--- src/rtl/div_iter_pkg.sv ---
// Shared divider handshake levels, state encoding and a sign helper.
package div_iter_pkg;

  localparam logic DivStart          = 1'b1;
  localparam logic DivStop           = 1'b0;
  localparam logic DivResultReady    = 1'b1;
  localparam logic DivResultNotReady = 1'b0;

  typedef enum logic [1:0] {
    DIV_IDLE = 2'b00,
    DIV_BUSY = 2'b01,
    DIV_DONE = 2'b10
  } div_state_e;

  function automatic logic [31:0] neg_if(input logic neg, input logic [31:0] v);
    return neg ? (~v + 32'd1) : v;
  endfunction

endpackage

--- src/rtl/div_step.sv ---
// One restoring-division iteration: shift in the next dividend bit, subtract if it fits.
// Purely combinational.
module div_step (
  input  logic [32:0] r_i,
  input  logic        msb_i,
  input  logic [31:0] divisor_i,
  output logic [32:0] r_o,
  output logic        q_o
);

  logic [33:0] shifted;
  logic [32:0] diff;

  always_comb begin
    shifted = {r_i, msb_i};
    diff    = shifted[32:0] - {1'b0, divisor_i};
    q_o     = (shifted >= {2'b00, divisor_i});
    r_o     = q_o ? diff : shifted[32:0];
  end

endmodule

--- src/rtl/div_iter.sv ---
// Iterative 32-bit signed/unsigned restoring divider, one quotient bit per cycle; ready 33 cycles after start.
// Result held while start_i stays high. DIV_ZERO_FAST_EN: divide-by-zero finishes early with a zero result.
module div_iter
  import div_iter_pkg::*;
(
  input  logic        clk,
  input  logic        resetn,
  input  logic        signed_div_i,
  input  logic [31:0] opdata1_i,
  input  logic [31:0] opdata2_i,
  input  logic        start_i,
  input  logic        annul_i,
  output logic [63:0] result_o,
  output logic        ready_o
);

  div_state_e  state_q, state_d;
  logic [4:0]  cnt_q, cnt_d;
  logic [31:0] dq_q, dq_d;     // dividend shifting out, quotient shifting in
  logic [31:0] dvs_q, dvs_d;
  logic [32:0] r_q, r_d;
  logic        s1_q, s1_d, s2_q, s2_d, sgn_q, sgn_d;
  logic [63:0] result_q, result_d;
  logic        ready_q, ready_d;

  logic [32:0] step_r;
  logic        step_q;
  logic        zero_fast;
  logic [31:0] quot_fin;

  div_step u_step (
    .r_i       (r_q),
    .msb_i     (dq_q[31]),
    .divisor_i (dvs_q),
    .r_o       (step_r),
    .q_o       (step_q)
  );

`ifdef DIV_ZERO_FAST_EN
  assign zero_fast = (dvs_q == 32'd0);
`else
  assign zero_fast = 1'b0;
`endif

  assign quot_fin = {dq_q[30:0], step_q};

  always_comb begin
    state_d  = state_q;
    cnt_d    = cnt_q;
    dq_d     = dq_q;
    dvs_d    = dvs_q;
    r_d      = r_q;
    s1_d     = s1_q;
    s2_d     = s2_q;
    sgn_d    = sgn_q;
    result_d = result_q;
    ready_d  = ready_q;

    unique case (state_q)
      DIV_IDLE: begin
        if (start_i == DivStart && !annul_i) begin
          state_d = DIV_BUSY;
          sgn_d   = signed_div_i;
          s1_d    = signed_div_i & opdata1_i[31];
          s2_d    = signed_div_i & opdata2_i[31];
          dq_d    = neg_if(s1_d, opdata1_i);
          dvs_d   = neg_if(s2_d, opdata2_i);
          r_d     = '0;
          cnt_d   = '0;
        end
      end
      DIV_BUSY: begin
        if (annul_i) begin
          state_d = DIV_IDLE;
        end else if (zero_fast) begin
          state_d  = DIV_DONE;
          ready_d  = DivResultReady;
          result_d = '0;
        end else begin
          r_d   = step_r;
          dq_d  = quot_fin;
          cnt_d = cnt_q + 5'd1;
          if (cnt_q == 5'd31) begin
            state_d  = DIV_DONE;
            ready_d  = DivResultReady;
            // Remainder takes the dividend's sign; quotient is negative when signs differ.
            result_d = {neg_if(s1_q, step_r[31:0]),
                        neg_if(sgn_q & (s1_q ^ s2_q), quot_fin)};
          end
        end
      end
      DIV_DONE: begin
        if (annul_i || start_i == DivStop) begin
          state_d  = DIV_IDLE;
          ready_d  = DivResultNotReady;
          result_d = '0;
        end
      end
      default: begin
        state_d  = DIV_IDLE;
        ready_d  = DivResultNotReady;
        result_d = '0;
      end
    endcase
  end

  always_ff @(posedge clk or negedge resetn) begin
    if (!resetn) begin
      state_q  <= DIV_IDLE;
      cnt_q    <= '0;
      dq_q     <= '0;
      dvs_q    <= '0;
      r_q      <= '0;
      s1_q     <= 1'b0;
      s2_q     <= 1'b0;
      sgn_q    <= 1'b0;
      result_q <= '0;
      ready_q  <= DivResultNotReady;
    end else begin
      state_q  <= state_d;
      cnt_q    <= cnt_d;
      dq_q     <= dq_d;
      dvs_q    <= dvs_d;
      r_q      <= r_d;
      s1_q     <= s1_d;
      s2_q     <= s2_d;
      sgn_q    <= sgn_d;
      result_q <= result_d;
      ready_q  <= ready_d;
    end
  end

  assign result_o = result_q;
  assign ready_o  = ready_q;

endmodule

--- config.mk ---
export PLATFORM = sky130hd
export DESIGN_NAME = div_iter
export DESIGN_NICKNAME = d
export VERILOG_FILES = /design/src/rtl/div_iter_pkg.sv /design/src/rtl/div_step.sv /design/src/rtl/div_iter.sv
export SDC_FILE = /design/constraint.sdc
export NUM_CORES = 1
export LEC_CHECK = 0
export BUFFER_PORTS_ARGS = -buffer_cell sky130_fd_sc_hd__buf_2
export CAP_MARGIN = 20
export CORE_AREA = 3 3 150 152
export DETAILED_ROUTE_END_ITERATION = 16
export DIE_AREA = 0 0 153 155
export HOLD_SLACK_MARGIN = 0.05
export PLACE_DENSITY = 0.84
export RECOVER_POWER = 50
export SLEW_MARGIN = 0
export SYNTH_ARGS = -nofsm -noshare
export SYNTH_HDL_FRONTEND = slang
export SYNTH_HIERARCHICAL = 1
export SYNTH_SLANG_ARGS = --single-unit
--- constraint.sdc ---
create_clock -name clk -period 11 [get_ports clk]
set_input_delay 2.2 -clock clk [delete_from_list [all_inputs] [get_ports clk]]
set_output_delay 2.2 -clock clk [all_outputs]
set_load 0.01 [all_outputs]
==> results.txt, run 1 <==
Status = finished, violations left
Failing checks = capacitance limit, slew limit
Number of global-route vias before repair = 10180
Top cell type's share of synthesized area = 36.72%
Clk sinks = 172
CTS tree = built
Register area share after synthesis = 36.72%
First-pass GRT wire length = 52.54 mm
Pre-CTS WS = 6105 ps
Dpl cells = 1777
Most common cell in the netlist = nand2_1
GR Util All Layers = 26.77%
Final setup violation count = 0
Startpoint types = primary input
Total number of vias = 11110
Largest stage delay, worst path = 3380 ps
Max-Cap Viols = 2
Yosys top cell by area = dfrtp_1
Minimum clock period after layout = 6278 ps
Synthesized instance count = 1444
I/O Pins = 134
CP max FO = 90
Vias/cell = 6.133
Tightest Pin Transition = 4924 ps
Initial DRC count = 1225
Clock Power Share = 34.6%
CTS Buf Count = 17
Layout Area Growth over Synthesis = 11.67%
Clk_skew = 11.49 ps
Comb power frac = 25.2%
Syn nets = 1552
Antenna violations before repair = 0
Largest net degree at the start of global routing = 91
RSZ-0062 raised after global routing = no
Global placer's final weighted congestion = 0.9620
CP delay by family, top = buffers and inverters
Worst rel slew slack = -228.2%
Core area = 21150 µm²
Post-CTS Setup Bufs = 0
Final Core Density = 61.87%
Worst-path cell chain = clkbuf_1
DR DRC count = 0
CP Capture Type = async pin
Switching share of power = 34.68%
Worst path slowest cell = clkbuf_1
ANT cells = 0
Yosys cell types = 80
Ys flop type = dfrtp_1
Finished Cell Area = 13090 µm²
Final TNS setup = 0 ps
Fraction of layout instances using a drive strength above 1 = 9.369%
Synth top area cells = dfrtp_1, nand2_1, o21ai_0, xnor2_1, xor2_1
Post-DR wirelength/cell = 17.94 µm
Hold Vio Cnt, Final = 0
Critical path required time = 10380 ps
CTS max path bufs = 2
Worst min path class = reg -> reg
Final antenna-violating net count = 0
Die Ht = 155 µm
P_int = 0.001245 W
Sequential share of power = 40.3%
Critical Path AT = 5660 ps
Final WL = 32.50 mm
Clock Pin Slew Worst Setup and Hold Paths = 70 ps
Pwr/cell area = 145.6 nW/µm²
Post-Layout Cell Count = 1812
Max frequency = 0.1593 GHz
Buf+Inv Stages, Crit Path = 1
Sw power = 0.0006609 W
Overflow after GRT = 0
CTS Hold Bufs = 0
DIE AREA = 23720 µm²
FF+latch count, synth = 172
Synthesized area per cell = 8.117 µm²
Post-synth EDFFs = 0
Post-synthesis cell area = 11720 µm²
First-pass detailed-route iteration total = 6
Die Span X = 153 µm
Slew Viols, Final = 91
Post-CTS sizing = 0
Worst skew pair latency = 440 ps
Leakage = 5.702 nW
Initial Util = 55.41%
Path type of the worst setup path = in -> async
DP Area = 12510 µm²
Root buffer cell = clkbuf_16
H-tree Lvls = 4
Post-synth top cells = nand2_1, dfrtp_1, o21ai_0
Post-DP HPWL = 23.78 mm
FP Rows = 53
Synth warn = 6
Post-route clock period utilization = 57.07%
Buffers added on ports = 133
Final worst slack = 4722 ps
Peak supply drop = 88.02 µV
Nets = 1632
Fraction of registers with async set/reset = 100.0%
## final timing paths
path,cells past startpoint,slack (ps),start,endpoint
setup / recovery,1,4720,resetn,dq_q[14]
hold reg to reg,2,480,result_o[23],result_o[23]
setup reg to reg,18,6010,dq_q[31],result_o[53]
hold / removal,2,480,result_o[23],result_o[23]
min in group asynchronous,1,3530,resetn,cnt_q[0]
max in group clk,18,6010,dq_q[31],result_o[53]
## layout by cell type (no fill, tap or decap), types with 18 or more instances in the layout
cell	netlist	final
nor3_1	24	24
dfrtp_1	172	172
nor4_1	18	18
nand2_1	244	244
a21oi_1	86	85
buf_2	9	66
inv_1	57	57
xnor2_1	75	75
ha_1	38	38
nand3_1	28	27
xor2_1	65	65
clkbuf_1	64	69
o21ai_0	167	168
o31ai_1	23	23
a31oi_1	26	26
nor2_1	105	105
## routing by layer
layer  part of all wire (%)  up-vias  wire length [µm]  global-route usage [%]
li1                       -     5263                 -                       -
met1                     45     5279             14750                   40.76
met2                     44      516             14230                   39.98
met3                    9.3       55              3016                   4.618
met4                    1.6        0               509                   6.406
met5                      0        -                 0                       0
## state kept, by name (all words and copies together), names as in the netlist
name,cells
cnt_q,5
dq_q,32
dvs_q,32
r_q,33
ready_o,1
result_o,64
s1_q,1
s2_q,1
sgn_q,1
state_q,2
## through the flow
step                power [W]  hold slack (ps)
global route         0.001994            504.3
finish               0.001906            477.9
CTS                  0.001897            482.2
floorplan            0.001097            445.3
global placement     0.001226            457.3
detailed placement   0.001242            465.4
## cells by family (layout without fill, tap and decap cells)
family                   Yosys count  after routing  share of synthesized area [%]
AND/OR/NAND/NOR                  531            531                          21.54
adder cells (fa/ha/maj)           39             39                          4.227
XOR/XNOR                         140            140                          10.46
multiplexers                       8              8                         0.7045
buffers and inverters            140            233                          4.611
flip-flops                       172            172                          36.72
AO/OA/AOI/OAI                    414            414                          21.73
## final cells by class
type / instances / area (µm²)
Multi-Input combinational cell: 1132 / 6902
Fill cell: 1839 / 8065
Clock inverter: 14 / 200.2
Clock buffer: 18 / 439.2
Timing Repair Buffer: 143 / 681.9
Sequential cell: 172 / 4304
Tap cell: 275 / 344.1
Inverter: 58 / 217.7
## power by group through the flow
stage / Clock, W / Sequential (W) / Combinational (W)
finish: 0.000658 / 0.000768 / 0.000480
global route: 0.000689 / 0.000775 / 0.000530
CTS: 0.000664 / 0.000763 / 0.000471
detailed placement: 0 / 0.000775 / 0.000468
global placement: 0 / 0.000769 / 0.000456
floorplan: 0 / 0.000734 / 0.000363
Note: power is estimated with default switching activity, not from simulation.
==> inputs of run 2 (changes only) <==
==> constraint.sdc (replaced) <==
create_clock -name clk -period 6.1 [get_ports clk]
set_input_delay 1.22 -clock clk [delete_from_list [all_inputs] [get_ports clk]]
set_output_delay 1.22 -clock clk [all_outputs]
set_load 0.01 [all_outputs]
==> run 2 against run 1 <==
Net effect: the run still ends with capacitance limit, slew limit left; non-clock buffer count increased by 3; flip-flop and latch count unchanged; combinational power increased by 80%; clock skew decreased by 2.8 ps; sequential power increased by 80%; via count decreased by 1.0%; register-to-register slack got worse by 4800 ps; critical endpoint is now result_o[57]; largest cell class unchanged; largest power group unchanged.
==> results.txt, run 2 (synthesis gave the netlist of run 1 again) <==
Leakage = 5.670 nW (-0.57%)
Path type of the worst setup path = reg -> reg
DR DRC count = 0 (unchanged)
Failing checks = capacitance limit, slew limit
Minimum clock period after layout = 4863 ps
Min-delay src = result_o[42]
Nets = 1635 (+0.18%)
I/O Pins = 134 (unchanged)
Post-route clock period utilization = 79.73%
Die Span X = 153 µm (unchanged)
CTS max path bufs = 2 (unchanged)
Total number of vias = 11000 (-1.0%)
CTS tree = built
Antenna violations before repair = 0 (unchanged)
Final TNS setup = 0 ps (unchanged)
Multi-input gate area = 6913 µm² (+0.16%)
Post-DP HPWL = 23.80 mm (+0.11%)
Global placer's final weighted congestion = 0.9628 (about the same)
Fraction of layout instances using a drive strength above 1 = 9.682% (+0.31 points)
CTS Buf Count = 17 (unchanged)
Buffers added on ports = 133 (unchanged)
CP Capture Type = flip-flop
Number of global-route vias before repair = 10010 (-1.6%)
Fillers = 1832 (-0.38%)
Pwr/cell area = 252.2 nW/µm² (+73%)
Final WL = 31.78 mm (-2.2%)
Final setup violation count = 0 (unchanged)
Timing startpoint of the critical path = dq_q[31]
Worst skew pair latency = 440 ps (about the same)
ANT cells = 0 (unchanged)
Final antenna-violating net count = 0 (unchanged)
Critical Path AT = 5160 ps (-500 ps)
Clock Pin Slew Worst Setup and Hold Paths = 70 ps (about the same)
Max-Cap Viols = 1 (-1)
Post-CTS sizing = 0 (unchanged)
Initial Util = 55.41% (unchanged)
Critical path required time = 6390 ps (-3990 ps)
Total power = 0.003288 W (+73%)
Vias/cell = 6.062 (-1.2%)
CP max FO = 29 (-68%)
Root buffer cell = clkbuf_16
Worst min path class = reg -> reg
Initial DRC count = 1105 (-9.8%)
Clk_skew = 8.717 ps (-2.769 ps)
Post-DR wirelength/cell = 17.52 µm (-2.3%)
First-pass GRT wire length = 51.88 mm (-1.3%)
Max frequency = 0.2056 GHz
CTS Hold Bufs = 0 (unchanged)
H-tree Lvls = 4 (unchanged)
Reg area = 4304 µm² (unchanged)
Worst rel slew slack = -166.1% (+62 points)
Largest net degree at the start of global routing = 90 (-1.1%)
Max FFs per register = 64 (unchanged)
Peak supply drop = 136.4 µV (+55%)
Layout Area Growth over Synthesis = 11.22%
FP Rows = 53 (unchanged)
DIE AREA = 23720 µm² (unchanged)
Most frequent cells in the layout = nand2_1, dfrtp_1, o21ai_0
Slew Viols, Final = 73 (-20%)
Status = finished, violations left
Post-CTS Setup Bufs = 0 (unchanged)
Clk sinks = 172 (unchanged)
Startpoint types = flip-flop
Die Ht = 155 µm (unchanged)
Tightest Pin Transition = 3991 ps (-932.3 ps)
Worst r2r src = dq_q[31]
Overflow after GRT = 0 (unchanged)
GR Util All Layers = 26.43% (-0.34 points)
RSZ-0062 raised after global routing = no
Commonest non-fill, non-tap cell in the layout = nand2_1
Core area = 21150 µm² (unchanged)
First-pass detailed-route iteration total = 5 (-1)
Hold Vio Cnt, Final = 0 (unchanged)
-- run 2: cell types whose count changed in the layout (fill, tap and decap cells not counted), moves of 2 or more --
cell	previous run	this run
buf_4	6	11
bufinv_16	3	0
clkbuf_1	69	67
clkinvlp_4	1	5
inv_6	5	2
-- run 2: per-layer routing --
metal	vias up	GRT usage, %	part of all wire [%]
li1	5277	-	-
met1	5180	40.39	47
met2	506	38.74	43
met3	34	5.202	9.5
met4	0	6.449	1.2
met5	-	0	0
-- run 2: final timing paths --
check                               end  slack, ps  depth (start not counted)
min in group asynchronous      dq_q[26]       2160                          1
min                        result_o[42]        480                          2
min reg2reg                result_o[42]        480                          2
max in group asynchronous  result_o[51]       1600                          2
max                        result_o[57]       1240                         18
max reg2reg                result_o[57]       1240                         18
-- run 2: cell type report --
type	count	area share (%)
tap	275	2.639
timing repair buffer	146	5.346
sequential	172	33.02
inverter	58	1.670
clock inverter	14	1.037
clock buffer	17	3.263
multi-input combinational	1132	53.03
-- run 2: through the flow --
stage	std cells	utilization, %	area (µm²)	hold WS [ps]	setup WS (ps)
after floorplan	1444	-	11720	445.3	1923
after global placement	1781	59.27	12540	453.9	1478
after detailed placement	1781	59.27	12540	465.0	1311
after CTS	1812	61.92	13100	482.2	1278
after global routing	1814	61.63	13040	494.4	782.1
final	1814	61.63	13040	475.6	1237
-- run 2: report_power, final --
| group | switching (W) | internal, W |
|---|---|---|
| registers | 0.000144 | 0.00124 |
| clock network | 0.000508 | 0.000535 |
| logic | 0.000529 | 0.000332 |
-- run 2: worst max-delay path, stage by stage (launching register included) --
cell and delay (ps):
dfrtp_1 380, inv_1 60, ha_1 200, inv_1 70, fa_1 240, a211oi_2 100
o211a_1 260, o211ai_1 160, and2_1 190, a31oi_2 170, a31oi_4 680, inv_2 280
nand2_1 130, o21ai_1 170, nor4_2 470, nand4b_1 390, o41ai_1 500, xor2_1 200
o21ai_0 90
